<file path="src/rtl/neuron_integrator.sv">
// Time-multiplexed leaky integrate-and-fire membrane integrator with a one-deep result register.
// Optional MEMBRANE_SATURATE_EN clamps the membrane sum instead of wrapping it.
module neuron_integrator #(
  parameter int unsigned N_STAGE   = 6,
  parameter int unsigned N_NEURONS = 8
) (
  input  logic                    clk,
  input  logic                    reset,
  input  logic                    clear,
  input  logic [2:0]              shift,
  input  logic [N_STAGE:0]        threshold,
  input  logic                    in_valid,
  output logic                    in_ready,
  input  logic [N_STAGE+1:0]      in_current,
  output logic                    out_valid,
  input  logic                    out_ready,
  output logic                    out_spike,
  output logic [N_STAGE+1:0]      out_u,
  output logic [((N_NEURONS > 1) ? $clog2(N_NEURONS) : 1)-1:0] out_index,
  output logic                    out_last
);

  localparam int unsigned W  = N_STAGE + 2;
  localparam int unsigned TW = N_STAGE + 1;
  localparam int unsigned IW = (N_NEURONS > 1) ? $clog2(N_NEURONS) : 1;

  logic signed [W-1:0] mem_q [N_NEURONS];
  logic [IW-1:0]       idx_q;

  logic                accept;
  logic                idx_last;
  logic signed [W-1:0] u_cur;
  logic signed [W-1:0] decay;
  logic signed [W-1:0] d;
  logic signed [W-1:0] cur;
  logic signed [W:0]   s_wide;
  logic signed [W-1:0] s;
  logic signed [W:0]   s_ext;
  logic signed [W:0]   thr_ext;
  logic                spike;
  logic signed [W-1:0] u_new;

  // Only one result may be outstanding; a consumed result frees the slot in the same cycle.
  assign in_ready = !out_valid || out_ready;
  assign accept   = in_valid && in_ready;
  assign idx_last = (idx_q == IW'(N_NEURONS - 1));

  // Decay, integrate, fire and reset-by-subtraction for the neuron at idx_q.
  always_comb begin
    u_cur   = mem_q[idx_q];
    decay   = u_cur >>> shift;
    d       = (shift == 3'd0) ? u_cur : u_cur - decay;
    cur     = $signed(in_current);
    s_wide  = {d[W-1], d} + {cur[W-1], cur};
`ifdef MEMBRANE_SATURATE_EN
    if (s_wide[W] != s_wide[W-1]) begin
      s = s_wide[W] ? {1'b1, {(W-1){1'b0}}} : {1'b0, {(W-1){1'b1}}};
    end else begin
      s = s_wide[W-1:0];
    end
`else
    s = s_wide[W-1:0];
`endif
    s_ext   = {s[W-1], s};
    thr_ext = {2'b00, threshold};
    spike   = !s[W-1] && (s_ext >= thr_ext);
    // s >= threshold >= 0 when spiking, so the subtraction cannot leave the W-bit range
    u_new   = spike ? (s - $signed({1'b0, threshold})) : s;
  end

  always_ff @(posedge clk or posedge reset) begin
    if (reset) begin
      for (int i = 0; i < int'(N_NEURONS); i++) mem_q[i] <= '0;
      idx_q     <= '0;
      out_valid <= 1'b0;
      out_spike <= 1'b0;
      out_u     <= '0;
      out_index <= '0;
      out_last  <= 1'b0;
    end else if (clear) begin
      // A simultaneous accept is dropped: clear wins.
      for (int i = 0; i < int'(N_NEURONS); i++) mem_q[i] <= '0;
      idx_q     <= '0;
      out_valid <= 1'b0;
    end else if (accept) begin
      mem_q[idx_q] <= u_new;
      out_u        <= u_new;
      out_spike    <= spike;
      out_index    <= idx_q;
      out_last     <= idx_last;
      out_valid    <= 1'b1;
      idx_q        <= idx_last ? '0 : idx_q + IW'(1);
    end else if (out_ready) begin
      out_valid <= 1'b0;
    end
  end

  logic unused_tw;
  assign unused_tw = (TW == 0);

endmodule

</file>
<file path="config.mk">
export PLATFORM = sky130hd
export DESIGN_NAME = neuron_integrator
export DESIGN_NICKNAME = d
export VERILOG_FILES = /design/src/rtl/neuron_integrator.sv
export SDC_FILE = /design/constraint.sdc
export NUM_CORES = 1
export LEC_CHECK = 0
export BUFFER_PORTS_ARGS = -buffer_cell sky130_fd_sc_hd__buf_4
export CAP_MARGIN = 20
export CELL_PAD_IN_SITES_DETAIL_PLACEMENT = 0
export CELL_PAD_IN_SITES_GLOBAL_PLACEMENT = 1
export CORE_MARGIN = 3
export CORE_UTILIZATION = 40
export DETAILED_ROUTE_END_ITERATION = 8
export PLACE_DENSITY = 0.67
export SYNTH_ARGS = -nofsm -noshare
export SYNTH_HDL_FRONTEND = slang
export SYNTH_SLANG_ARGS = --single-unit
</file>
<file path="constraint.sdc">
create_clock -name clk -period 9.3 [get_ports clk]
set_input_delay 0 -clock clk [delete_from_list [all_inputs] [get_ports clk]]
set_output_delay 0 -clock clk [all_outputs]
set_load 0.05 [all_outputs]
</file>
==> results_dict.tcl <==
set metrics [dict create \
    dieArea_um2 16000 \
    post_cts_buffers 0 \
    cts_buffer_depth 2 \
    path_max_fanout 44 \
    pin_count 38 \
    numCtsBuffers 9 \
    track_usage_pct 24.4 \
    setup_tns_ps 0 \
    crit_path_start_kind "flop" \
    hold_class "in -> async" \
    drtPass1Iterations 5 \
    via_per_inst 6.29 \
    gr-total-overflow 0 \
    synth_nets 710 \
    worstMarginPinSlew_ps 1160 \
    max_stage_delay_ps 830 \
    cp.required_ps 9510 \
    yosysTopAreaCell "dfrtp_1" \
    totalWireLength_um 19700 \
    core_area_um2 14000 \
    final_common_cell "nand2_1" \
    yosysWarnings 0 \
    synth-adder-area-share_pct 6.00 \
    synth-simple-area-share_pct 20.9 \
    period_share_pct 83.6 \
    synth_cell_types 59 \
    rsz0062_at_grt "no" \
    drive_above_1_share_pct 14.2 \
    ys_seq_elements 81 \
    slew_headroom_pct 22.8 \
    yosysSeqAreaShare_pct 35.0 \
    final_cell_mix "nand2_1 (82), dfrtp_1 (81), buf_4 (56), nor2_1 (53), o21ai_0 (36)" \
    num_antenna_cells 0 \
    portBuffers 37 \
    synthFlopType "dfrtp_1" \
    start_util_pct 41.3 \
    hpwl_um 13400 \
    n_fill_cell 1367 \
    synth-xor-area-share_pct 2.27 \
    hold_viol 0 \
    fin_skew_ps 10.2 \
    path_common_cell "a21oi_1" \
    cts_max_level 3 \
    fmax_mhz 129 \
    synthArstFlopShare_pct 100 \
    min_period_ps 7780 \
    die_x_um 126 \
    area_delta_synth_final_pct 14.4 \
    synth_compound_area_share_pct 23.2 \
    setup_viol 0 \
    wl_per_cell_um 22.7 \
    cp-end-kind "flop" \
    grt_pass1_vias 5238 \
    grt_max_degree 82 \
    yosys-top-cells-area "dfrtp_1 (35%), nand2_1 (5.3%), ha_1 (5.0%)" \
    clk_latency_ps 340 \
    synth_top_family_by_area "compound AO/OA/AOI/OAI gates" \
    syn_area_um2 5790 \
    reg2reg_slack_ps 1520 \
    synth_top_area_share_pct 35.0 \
    clk_pin_slew_ps 60 \
    routabilityCongestion 0.814 \
    drv_slew 0 \
    antenna_found_initial 0 \
    cp_slowest_cell "dfrtp_1" \
    finalNetCount 734 \
    syn_avg_cell_area_um2 8.76 \
    row_count 43 \
    drt_iter0_drc 560 \
    numClockSinks 81 \
    die_h_um 126 \
    ant_nets 0 \
    max-cap-violations 0 \
    clockRootBuffer "clkbuf_16" \
    vias 5465 \
    synthMuxAreaShare_pct 7.28 \
    grt_pass1_wl_um 30600 \
    arrival_ps 7990 \
    cts_tree "built" \
    drc 0 \
    crit_type "reg -> reg" \
    syn_inst 661 \
    synth_edf_count 0 \
    outcome "finished, final reports clean" \
]
## logic make-up (layout without fill, tap and decap cells)
family / count (synthesis) / in the layout
fa+ha+maj: 26 / 26
compound gates: 183 / 183
flops: 81 / 81
xor+xnor: 15 / 15
mux: 31 / 31
simple gates: 249 / 249
buf+inv: 76 / 104
## synthesized netlist by cell type, types with 4 or more instances
master,instances
a2111oi_0,6
a211o_1,6
a211oi_1,12
a21o_1,6
a21oi_1,26
a221o_1,22
a31oi_1,4
a32o_1,7
and2_1,4
buf_1,6
buf_2,14
clkbuf_1,27
dfrtp_1,81
ha_1,23
inv_1,27
mux2_2,9
mux2i_1,14
mux4_2,8
nand2_1,82
nand2b_1,9
nand3_1,24
nand4_1,9
nor2_1,54
nor2b_1,5
nor3_1,22
nor4_1,4
o211ai_1,5
o21a_1,4
o21ai_0,36
o311ai_0,24
or3_1,5
or4_1,20
xnor2_1,7
xor2_1,8
## critical path, delay by kind of cell (launching register included)
family	cells	cell delay (ps)
buffers and inverters	5	1070
XOR/XNOR	1	150
AO/OA/AOI/OAI	15	3250
AND/OR/NAND/NOR	6	720
adder cells (fa/ha/maj)	4	1240
multiplexers	2	370
flip-flops	1	830
## stage by stage
stage	cells	util (%)	hold WS, ps	worst slack [ps]	cell area [um^2]
floorplan	661	-	124	2620	5790
global placement	847	44.4	250	1780	6230
detailed placement	848	44.4	255	1630	6240
CTS	866	46.9	46.2	1610	6580
global route	869	47.2	375	1030	6630
finish	869	47.2	329	1520	6630
## sequential cells by signal, indices dropped and copies added (netlist names)
| register | count |
|---|---|
| mem_q | 64 |
| idx_q | 3 |
| out_spike | 1 |
| out_u | 8 |
| out_index | 3 |
| out_last | 1 |
| out_valid | 1 |
## cell type report
class                           instances  area, um^2  share of cell area, %
Inverter                               28         106                   1.60
Clock inverter                          5        81.3                   1.23
Clock buffer                           10         229                   3.46
Sequential cell                        81        2030                   30.6
Tap cell                              180         225                   3.40
Timing Repair Buffer                   61         488                   7.36
Multi-Input combinational cell        504        3470                   52.4
## repair_timing
| action | 4_1_cts | 5_1_grt |
|---|---|---|
| resized for setup | 0 | 0 |
| endpoints found under the setup margin | 0 | 0 |
| hold buffers | 3 | 1 |
| endpoints found under the hold margin | 3 | 35 |
## metal layers
metal / GRT usage, % / wire length, um / vias to the layer above
li1: - / - / 2547
met1: 33.4 / 8790 / 2721
met2: 39.8 / 9560 / 165
met3: 4.25 / 903 / 32
met4: 7.38 / 437 / 0
met5: 0 / 0 / -
## worst paths after layout
kind | start | endpoint | depth (start not counted)
max | idx_q[1] | mem_q[36] | 33
min | reset | out_u[4] | 4
max reg2reg | idx_q[1] | mem_q[36] | 33
min reg2reg | out_last | out_last | 2
max in group asynchronous | reset | mem_q[33] | 5
min in group clk | in_current[0] | mem_q[24] | 4
Power is not shown: default switching activity piles up to over one toggle a cycle in this logic, so the estimate is an artifact.
